==> src/rtl/target_boot_supervisor.sv <==
// Power-cycle sequencer and boot/heartbeat supervisor for the target power control stage.
// Define TARGET_BOOT_WATCHDOG_EN to build the READY heartbeat watchdog.
module target_boot_supervisor #(
  parameter int unsigned POWER_CYCLES    = 4800200,
  parameter int unsigned BOOT_TIMEOUT    = 48000000,
  parameter int unsigned WATCHDOG_CYCLES = 24000000,
  parameter int unsigned MAX_RETRIES     = 3
) (
  input  logic       clk,
  input  logic       rst,
  input  logic       reset_req,
  input  logic       target_alive,
  output logic       trigger,
  output logic       busy,
  output logic       target_ready,
  output logic       boot_fail,
  output logic [3:0] retry_count,
  output logic       watchdog_bite
);

  typedef enum logic [2:0] {
    S_TRIGGER,
    S_POWER_WAIT,
    S_BOOT_WAIT,
    S_READY,
    S_FAILED
  } state_t;

  localparam logic [31:0] POWER_LAST  = 32'(POWER_CYCLES - 1);
  localparam logic [31:0] BOOT_LAST   = 32'(BOOT_TIMEOUT - 1);
  localparam logic [3:0]  RETRY_LIMIT = 4'(MAX_RETRIES);
`ifdef TARGET_BOOT_WATCHDOG_EN
  localparam logic [31:0] WD_LIMIT    = 32'(WATCHDOG_CYCLES);
  localparam logic [31:0] WD_LAST     = 32'(WATCHDOG_CYCLES - 1);
`endif

  state_t      state, state_nxt;
  logic [31:0] cnt, cnt_nxt;
  logic [3:0]  retry_nxt, retry_inc;
  logic        alive_meta, alive_sync, alive_prev, act_edge;
`ifdef TARGET_BOOT_WATCHDOG_EN
  logic        bite_nxt;
`endif

  assign retry_inc = (retry_count == 4'hF) ? retry_count : retry_count + 4'd1;

  // One counter serves power wait, boot wait and (when built) the READY watchdog.
  always_comb begin
    state_nxt = state;
    cnt_nxt   = (cnt == '1) ? cnt : cnt + 32'd1;
    retry_nxt = retry_count;
`ifdef TARGET_BOOT_WATCHDOG_EN
    bite_nxt  = 1'b0;
`endif
    case (state)
      S_TRIGGER: begin
        state_nxt = S_POWER_WAIT;
        cnt_nxt   = '0;
      end
      S_POWER_WAIT: begin
        if (cnt >= POWER_LAST) begin
          state_nxt = S_BOOT_WAIT;
          cnt_nxt   = '0;
        end
      end
      S_BOOT_WAIT: begin
        if (act_edge) begin
          state_nxt = S_READY;
          cnt_nxt   = '0;
        end else if (cnt >= BOOT_LAST) begin
          cnt_nxt   = '0;
          retry_nxt = retry_inc;
          state_nxt = (retry_inc == RETRY_LIMIT) ? S_FAILED : S_TRIGGER;
        end
      end
      S_READY: begin
        if (reset_req) begin
          state_nxt = S_TRIGGER;
          retry_nxt = '0;
          cnt_nxt   = '0;
        end
`ifdef TARGET_BOOT_WATCHDOG_EN
        // Bite is pulsed when the count reaches the limit; the trigger follows one cycle later.
        else if (cnt >= WD_LIMIT) begin
          state_nxt = S_TRIGGER;
          cnt_nxt   = '0;
        end else if (act_edge) begin
          cnt_nxt = '0;
        end else if (cnt == WD_LAST) begin
          bite_nxt  = 1'b1;
          retry_nxt = '0;
        end
`else
        else begin
          cnt_nxt = cnt;
        end
`endif
      end
      S_FAILED: begin
        cnt_nxt = cnt;
        if (reset_req) begin
          state_nxt = S_TRIGGER;
          retry_nxt = '0;
          cnt_nxt   = '0;
        end
      end
      default: begin
        state_nxt = S_POWER_WAIT;
        cnt_nxt   = '0;
      end
    endcase
  end

  always_ff @(posedge clk) begin
    if (rst) begin
      alive_meta    <= 1'b0;
      alive_sync    <= 1'b0;
      alive_prev    <= 1'b0;
      act_edge      <= 1'b0;
      state         <= S_POWER_WAIT;
      cnt           <= '0;
      retry_count   <= '0;
      trigger       <= 1'b0;
      busy          <= 1'b1;
      target_ready  <= 1'b0;
      boot_fail     <= 1'b0;
`ifdef TARGET_BOOT_WATCHDOG_EN
      watchdog_bite <= 1'b0;
`endif
    end else begin
      alive_meta    <= target_alive;
      alive_sync    <= alive_meta;
      alive_prev    <= alive_sync;
      act_edge      <= alive_sync ^ alive_prev;
      state         <= state_nxt;
      cnt           <= cnt_nxt;
      retry_count   <= retry_nxt;
      trigger       <= (state_nxt == S_TRIGGER);
      busy          <= (state_nxt inside {S_TRIGGER, S_POWER_WAIT, S_BOOT_WAIT});
      target_ready  <= (state_nxt == S_READY);
      boot_fail     <= (state_nxt == S_FAILED);
`ifdef TARGET_BOOT_WATCHDOG_EN
      watchdog_bite <= bite_nxt;
`endif
    end
  end

`ifndef TARGET_BOOT_WATCHDOG_EN
  assign watchdog_bite = 1'b0;
`endif

endmodule

==> config.mk <==
export PLATFORM = sky130hd
export DESIGN_NAME = target_boot_supervisor
export DESIGN_NICKNAME = d
export VERILOG_FILES = /design/src/rtl/target_boot_supervisor.sv
export SDC_FILE = /design/constraint.sdc
export NUM_CORES = 1
export LEC_CHECK = 0
export ABC_AREA = 1
export BUFFER_PORTS_ARGS = -buffer_cell sky130_fd_sc_hd__buf_2
export CAP_MARGIN = 40
export CORE_UTILIZATION = 27
export DETAILED_ROUTE_END_ITERATION = 6
export GPL_TIMING_DRIVEN = 0
export PLACE_DENSITY = 0.41
export SKIP_CTS_REPAIR_TIMING = 1
export SYNTH_ARGS = -nofsm -noshare
export SYNTH_HDL_FRONTEND = slang
export SYNTH_SLANG_ARGS = --single-unit
==> constraint.sdc <==
create_clock -name clk -period 5 [get_ports clk]
set_clock_uncertainty 0.15 [all_clocks]
set_input_delay 0.25 -clock clk [delete_from_list [all_inputs] [get_ports clk]]
set_output_delay 0.25 -clock clk [all_outputs]
set_load 0.02 [all_outputs]
==> results of run 1 <==
## layout by cell type, fill, tap and decap left out, types with 6 or more instances in the layout
cell type and instances:
a21oi_1 27, a21oi_2 12, dfxtp_1 47, clkbuf_8 6, nand2_1 137, nand4_1 12
xor2_1 17, nor3_1 16, nand3_1 17, nor2_1 62, nand2_2 18, buf_2 16
xnor2_1 8, inv_1 35
## synth_stat cells (all sizes together)
library cell / instances / share of area [%]
xor2: 17 / 5.0
nand2: 157 / 22
clkbuf: 6 / 0.80
a21oi: 40 / 8.6
nor3: 18 / 3.4
nand3: 20 / 3.9
conb: 1 / 0.13
nor3b: 1 / 0.42
dfxtp: 47 / 32
nand4: 13 / 2.9
inv: 39 / 4.9
a211oi: 1 / 0.25
xnor2: 8 / 2.3
nor2: 66 / 9.1
ha: 3 / 1.3
o21ai: 4 / 0.67
buf: 12 / 3.0
## layer usage
metal  global-route usage (%)  up-vias
met5                        0        -
met4                     2.64        0
met3                     1.82        2
met2                     23.5       22
met1                     19.6     1214
li1                         -     1464
## power groups by stage
stage,registers [W],logic (W),clock network (W)
after floorplan,0.000389,0.0000195,0
after global placement,0.000389,0.0000253,0
after detailed placement,0.000389,0.0000254,0
after CTS,0.000381,0.0000258,0.000266
after global routing,0.000382,0.0000293,0.000277
final,0.000381,0.0000252,0.000251
## through the flow
stage               std cells  total power (W)  area, µm²  hold slack [ps]
finish                    611         0.000656       3310             6.06
detailed placement        603         0.000415       3210              250
floorplan                 453         0.000408       2980              207
global route              611         0.000688       3310             14.3
global placement          603         0.000415       3210              241
CTS                       611         0.000673       3310            -1.92
## state kept, by name (all words and copies together), names as in the netlist
register	flops
busy	1
state	3
retry_count	4
cnt	32
act_edge	1
boot_fail	1
trigger	1
alive_sync	1
alive_meta	1
alive_prev	1
target_ready	1
## cell families (layout without fill, tap and decap cells)
logic type      Yosys count  after routing  share of synthesized area (%)
compound gates           45             45                           9.52
xor+xnor                 25             25                           7.34
fa+ha+maj                 3              3                           1.26
buf+inv                  57             75                           8.72
flops                    47             47                           31.5
other cells               1              1                          0.126
simple gates            275            275                           41.5
## path summary, 6_finish.rpt
path                start          to  depth (start not counted)
max reg2reg        cnt[1]      cnt[1]                         11
min          target_alive  alive_meta                          3
min reg2reg    alive_meta  alive_sync                          2
max                cnt[1]      cnt[1]                         11
## cell type report
class | count | area, µm²
timing repair buffer | 10 | 50.0
buffer | 18 | 114
clock inverter | 2 | 16.3
multi-input combinational | 349 | 1780
sequential | 47 | 941
clock buffer | 6 | 82.6
inverter | 39 | 146
fill | 1226 | 7490
tap | 140 | 175
## worst min-delay path, cell delays in order
cell and delay (ps):
buf_2 90, inv_1 40, nor2_1 30
==> flow_summary.toml, run 1 <==
[run_status]
run_status = "finished, final reports clean"

[synth]
ys_types = 31
syn_area_per_cell_um2 = 6.58
yosysSeqAreaShare_pct = 31.5
yosysWarnings = 0
ys_seq_elements = 47
netlist_instances = 453
syn-num-nets = 460
syn-cell-area_um2 = 2980

[power]
p_clk_share_pct = 38.2
combPwrFrac_pct = 3.8
switching_share_pct = 24.0
p_int_w = 0.000499
p_seq_share_pct = 58.0
ir_drop_uv = 88.5
powerDensity_nw_per_um2 = 199
p_sw_w = 0.000157
power.leakage_nw = 1.30

[sta]
tightest_slew_ps = 676
max_freq_mhz = 471
min_period_ps = 2120
max_slew_margin_pct = 54.9
hold_viol_final = 0
post-route-period-util_pct = 42.5
drv_slew = 0
rsz0062_at_grt = "false"
setup_ws_ps = 2880
finalSetupTns_ps = 0
setup_viol = 0

[floorplanning]
dieArea_um2 = 11500
core_um2 = 10800
die_y_um = 107
die_w_um = 107
io_pins = 13
initial_utilization_pct = 27.6
rows = 38

[clock_tree]
clockBufferDepth = 2
path_clk_slew_ps = 90
root_buffer = "clkbuf_8"
numCtsBuffers = 5
clk_latency_ps = 300
htreeDepth = 2
cts_sinks = 47
cts_tree = "built"

[final_layout]
antenna_cells = 0
final_core_util_pct = 30.6
drive_gt1_share_pct = 16.8
final_nets = 477
area_growth_pct = 10.9

[critical_path]
reg2reg_setup_slack_ps = 2880
cp-start-kind = "flop"
end_kind = "flop"
path_buf_inv = 1
critPathMaxStageDelay_ps = 420
crit_path_max_fanout = 10
worstPathArrival_ps = 2140
required_ps = 5020
worstSetupPathType = "flop to flop"
crit_top_cell = "nand2_1"
path_delay_family = "simple AND/OR/NAND/NOR gates"
path_cells = "ha_1 -> a21oi_1 -> a21oi_1 -> nand2_1 -> nand2_1 -> nand2_1 -> nand3_1 -> nand2_4 -> buf_8 -> nand2_2 -> a21oi_2"
slowest_stage = "dfxtp_1"

[route]
num_vias = 2702
top_layer = "met4"
ant_nets = 0
wl_um = 7610
wl_met2_um = 3460
wl_met3_um = 137
drc = 0
drt-pass1-iter-count = 4
drt_iter0_markers = 114
wl_per_cell_um = 12.5
avgViaCountPerCell = 4.42
drt-met1-wl_um = 3970

[global_route]
grt_first_pass_wirelength_um = 12800
grt_util_all_layers_pct = 14.2
antenna_found_initial = 0
grt_pass1_vias = 2531
grt_overflow = 0
grt_max_degree = 16

[run]
drv_cap = 0

[place]
io_buffer_count = 10
globalplace.congestion = 0.813
dp_slack_ps = 2870
place_hpwl_um = 5960

[hold_path]
hp-class = "primary input to flop"
Power figures use the tool's default switching activity.
==> inputs of run 2 (changes only) <==
Settings changed: PLACE_DENSITY 0.41 to 0.43.
Clock period 5 ns to 1.8 ns, I/O delays scaled along.
==> run 2 against run 1 <==
Against the previous run:
- the run now ends with DRC, setup timing left
- die area stayed put
- fmax is 11% higher
- sequential cell count stayed put
- hold slack better by 17 ps
- register-to-register slack worse by 3000 ps
- core utilization is 4.9 points higher
- global-route usage is 0.092 points higher
- critical endpoint is now cnt[22]
- largest cell class unchanged
==> flow_summary.toml, run 2 (synthesized netlist as in run 1, its figures left out) <==
[run_status]
run_status = "finished, violations left"
violations = "DRC, setup timing"

[critical_path]
crit_path_max_fanout = 8
end_kind = "flop"
crit_top_cell = "nand2_4"
startpoint = "cnt[0]"
critPathCapture = "cnt[22]"
reg2reg_setup_slack_ps = -110
worstSetupPathType = "flop to flop"
reg2reg_to = "cnt[22]"
r2r-start = "cnt[0]"
crit_cells = 13
worstPathArrival_ps = 2000
ff2ff_path_depth = 13
path_buf_inv = 3
slowest_stage = "dfxtp_4"
cp-start-kind = "flop"
required_ps = 1890
path_delay_family = "simple AND/OR/NAND/NOR gates"
critPathMaxStageDelay_ps = 390
path_cells = "ha_4 -> nand3_4 -> inv_4 -> nand2_4 -> inv_2 -> nand2_2 -> nand2_2 -> nand2_4 -> nand4_4 -> nand2_8 -> clkbuf_16 -> nand2_4 -> a21oi_2"

[sta]
tightest_slew_ps = 697
hold_viol_final = 0
min_period_ps = 1910
setup_viol = 23
drv_slew = 0
max_freq_mhz = 523
rsz0062_at_grt = "true"
post-route-period-util_pct = 106
max_slew_margin_pct = 53.5
setup_ws_ps = -113

[final_layout]
largest-register = "cnt"
reg_top3 = "cnt (32), retry_count (4), state (3)"
largest_reg_flops = 32
area_growth_pct = 28.4
antenna_cells = 0
layout_commonest_cell = "nand2_1"
drive_gt1_share_pct = 33.9
stdcell_area_um2 = 3830
final_nets = 490
layout_common_cells = "121 x nand2_1, 51 x nor2_1, 34 x inv_1"

[route]
wl_um = 8120
ant_nets = 0
avgViaCountPerCell = 4.54
num_vias = 2834
drc = 2
drt_iter0_markers = 138
wl_per_cell_um = 13.0
drt-pass1-iter-count = 7

[floorplanning]
core_um2 = 10800
initial_utilization_pct = 27.6
die_y_um = 107
die_w_um = 107
dieArea_um2 = 11500
rows = 38
io_pins = 13

[hold_path]
whs_path_depth = 4
hp-class = "primary input to flop"

[clock_tree]
numCtsBuffers = 5
cts_sinks = 47
clk_latency_ps = 310
path_clk_slew_ps = 90
clockBufferDepth = 2
root_buffer = "clkbuf_8"
htreeDepth = 2
cts_tree = "built"

[power]
combPwrFrac_pct = 4.9
power.leakage_nw = 1.49
p_seq_share_pct = 56.6
p_clk_share_pct = 38.5
powerDensity_nw_per_um2 = 489
switching_share_pct = 25.4
p_sw_w = 0.000476
p_int_w = 0.00140
ir_drop_uv = 262
p_total_w = 0.00187

[place]
io_buffer_count = 10
placed_area_um2 = 3210
place_hpwl_um = 5860
globalplace.congestion = 0.827
dp_slack_ps = -337

[run]
drv_cap = 0

[global_route]
antenna_found_initial = 0
grt_util_all_layers_pct = 14.3
grt_pass1_vias = 2634
grt_overflow = 0
grt_max_degree = 16
grt_first_pass_wirelength_um = 12900
-- run 2: cell count changes in the layout (fill, tap and decap cells not counted), moves of 11 or more --
cell,before,now
dfxtp_1,47,26
dfxtp_2,0,18
nand2_1,137,121
a21oi_1,27,13
a21oi_2,12,25
nor2_1,62,51
-- run 2: how the worst min path moves through the flow --
stage | from | endpoint | slack (ps)
finish | reset_req | cnt[26] | 20
global route | reset_req | cnt[26] | 50
CTS | target_alive | alive_meta | -180
detailed placement | target_alive | alive_meta | 150
global placement | target_alive | alive_meta | 150
floorplan | target_alive | alive_meta | 50
-- run 2: tightest hold or removal path, delay by kind of cell --
kind          cells  cell delay (ps)
buf+inv           1              100
simple gates      3              250
-- run 2: area by class of cell --
class / instances / area, µm²
fillers: 1159 / 6960
multi-input cells: 349 / 2080
flip-flops and latches: 47 / 975
repair buffers: 24 / 218
well taps: 140 / 175
inverters: 39 / 149
plain buffers: 17 / 140
clock buffers: 6 / 82.6
clock inverters: 2 / 16.3
-- run 2: per-stage QoR --
step                hold slack (ps)  std cells  util, %  setup TNS [ps]
global route                   49.2        624     35.5           -4770
finish                         23.0        624     35.5           -1990
detailed placement              151        603     29.7           -8540
CTS                            -178        611     30.6           -9520
floorplan                      47.0        453        -               0
global placement                146        603     29.7           -8340
-- run 2: per-layer routing --
metal / global-route usage (%) / routed length [µm] / vias to the layer above
met5: 0 / 0 / -
met4: 3.23 / 64 / 0
met3: 1.82 / 157 / 4
met2: 24.1 / 3820 / 27
met1: 19.2 / 4080 / 1319
li1: - / - / 1484
-- run 2: power groups by stage --
stage | registers, W | logic (W) | clock network (W)
floorplan | 0.00108 | 0.0000543 | 0
global placement | 0.00108 | 0.0000703 | 0
detailed placement | 0.00108 | 0.0000714 | 0
CTS | 0.00106 | 0.0000716 | 0.000738
global route | 0.00106 | 0.000104 | 0.000783
finish | 0.00106 | 0.0000922 | 0.000721
==> inputs of run 3 (changes only) <==
Settings changed: SKIP_LAST_GASP from default to 1.
==> run 3 against run 2 <==
Against the previous run:
- the run still ends with DRC, setup timing left
- first-iteration DRC count fell by 15%
- sequential share of layout area increased by 0.11 points
- combinational power about the same
- count of clock-buffer cells in the layout did not move
- hold slack about the same
- cell count stayed put
- core utilization is 0.15 points lower
- critical path depth is the same
- critical path type unchanged
==> flow_summary.toml, run 3 (synthesized netlist as in run 1, its figures left out) <==
[route]
drt-pass1-iter-count = 6
ant_nets = 0
drc = 2
drt_iter0_markers = 117
avgViaCountPerCell = 4.57
wl_um = 8120
wl_per_cell_um = 13.0
num_vias = 2850

[global_route]
grt_first_pass_wirelength_um = 12900
grt_pass1_vias = 2634
antenna_found_initial = 0
grt_max_degree = 16
grt_util_all_layers_pct = 14.3
grt_overflow = 0

[run_status]
violations = "DRC, setup timing"
run_status = "finished, violations left"

[final_layout]
reg_top3 = "cnt (32), retry_count (4), state (3)"
antenna_cells = 0
area_growth_pct = 27.9
final_core_util_pct = 35.3
largest-register = "cnt"
layout_common_cells = "123 x nand2_1, 51 x nor2_1, 34 x inv_1"
largest_reg_flops = 32
final_nets = 490
drive_gt1_share_pct = 33.3
layout_commonest_cell = "nand2_1"

[floorplanning]
io_pins = 13
core_um2 = 10800
rows = 38
die_w_um = 107
die_y_um = 107
dieArea_um2 = 11500
initial_utilization_pct = 27.6

[critical_path]
cp-start-kind = "flop"
ff2ff_path_depth = 13
reg2reg_setup_slack_ps = -120
required_ps = 1880
r2r-start = "cnt[0]"
worstSetupPathType = "flop to flop"
reg2reg_to = "cnt[8]"
worstPathArrival_ps = 2010
critPathMaxStageDelay_ps = 390
end_kind = "flop"
path_delay_family = "simple AND/OR/NAND/NOR gates"
slowest_stage = "dfxtp_4"
path_buf_inv = 3
path_cells = "ha_4 -> nand3_4 -> inv_4 -> nand2_4 -> inv_2 -> nand2_2 -> nand2_2 -> nand2_4 -> nand4_4 -> nand2_8 -> clkbuf_16 -> nand2_1 -> a21oi_1"
crit_path_max_fanout = 8

[sta]
max_slew_margin_pct = 53.6
finalSetupTns_ps = -2230
drv_slew = 0
hold_viol_final = 0
max_freq_mhz = 520
post-route-period-util_pct = 107
setup_viol = 26
min_period_ps = 1920
tightest_slew_ps = 696
rsz0062_at_grt = "true"
setup_ws_ps = -122

[power]
powerDensity_nw_per_um2 = 490
combPwrFrac_pct = 4.9
p_clk_share_pct = 38.3
power.leakage_nw = 1.48
p_seq_share_pct = 56.7
p_sw_w = 0.000471
switching_share_pct = 25.2
ir_drop_uv = 259
p_int_w = 0.00140

[hold_path]
hold_start = "reset_req"
hp-class = "primary input to flop"
whs_path_depth = 4
hold_end = "cnt[26]"

[place]
place_hpwl_um = 5860
io_buffer_count = 10
globalplace.congestion = 0.827

[run]
drv_cap = 0

[clock_tree]
cts_tree = "built"
path_clk_slew_ps = 100
clk_latency_ps = 310
cts_sinks = 47
root_buffer = "clkbuf_8"
clockBufferDepth = 2
numCtsBuffers = 5
htreeDepth = 2
-- run 3: worst min-delay path, delay by kind of cell --
kind                   cells  cell delay, ps
buffers and inverters      1             100
AND/OR/NAND/NOR            3             250
-- run 3: metrics by stage --
stage | power, W | hold WS, ps | instance area (µm²) | setup WS [ps] | std cells
floorplan | 0.00113 | 47.0 | 2980 | 63.7 | 453
detailed placement | 0.00115 | 151 | 3210 | -337 | 603
global route | 0.00195 | 49.2 | 3810 | -200 | 624
global placement | 0.00115 | 146 | 3210 | -329 | 603
finish | 0.00187 | 23.0 | 3810 | -122 | 624
CTS | 0.00187 | -178 | 3310 | -371 | 611
-- run 3: cell type report --
cell class                      instances  area, µm²
Clock buffer                            6       82.6
Timing Repair Buffer                   24        218
Tap cell                              140        175
Buffer                                 17        140
Fill cell                            1162       6980
Sequential cell                        47        975
Inverter                               39        149
Multi-Input combinational cell        349       2060
Clock inverter                          2       16.3
-- run 3: power by group through the flow --
stage,Sequential [W],Clock (W),Combinational [W]
finish,0.00106,0.000716,0.0000919
global route,0.00106,0.000783,0.000104
detailed placement,0.00108,0,0.0000714
floorplan,0.00108,0,0.0000543
CTS,0.00106,0.000738,0.0000716
global placement,0.00108,0,0.0000703
-- run 3: worst max path at each step --
stage | startpoint | endpoint | slack, ps | depth (start not counted)
after floorplan | retry_count[0] | busy | 60 | 8
after global placement | cnt[1] | cnt[24] | -330 | 11
after detailed placement | cnt[0] | cnt[22] | -340 | 11
after CTS | cnt[0] | cnt[23] | -370 | 11
after global routing | cnt[0] | cnt[22] | -200 | 13
final | cnt[0] | cnt[8] | -120 | 13
-- run 3: routing by layer --
| metal | vias up | track usage [%] | routed length, µm |
|---|---|---|---|
| met3 | 4 | 1.82 | 155 |
| li1 | 1484 | - | - |
| met1 | 1331 | 19.2 | 4080 |
| met4 | 0 | 3.23 | 64 |
| met2 | 31 | 24.1 | 3820 |
| met5 | - | 0 | 0 |
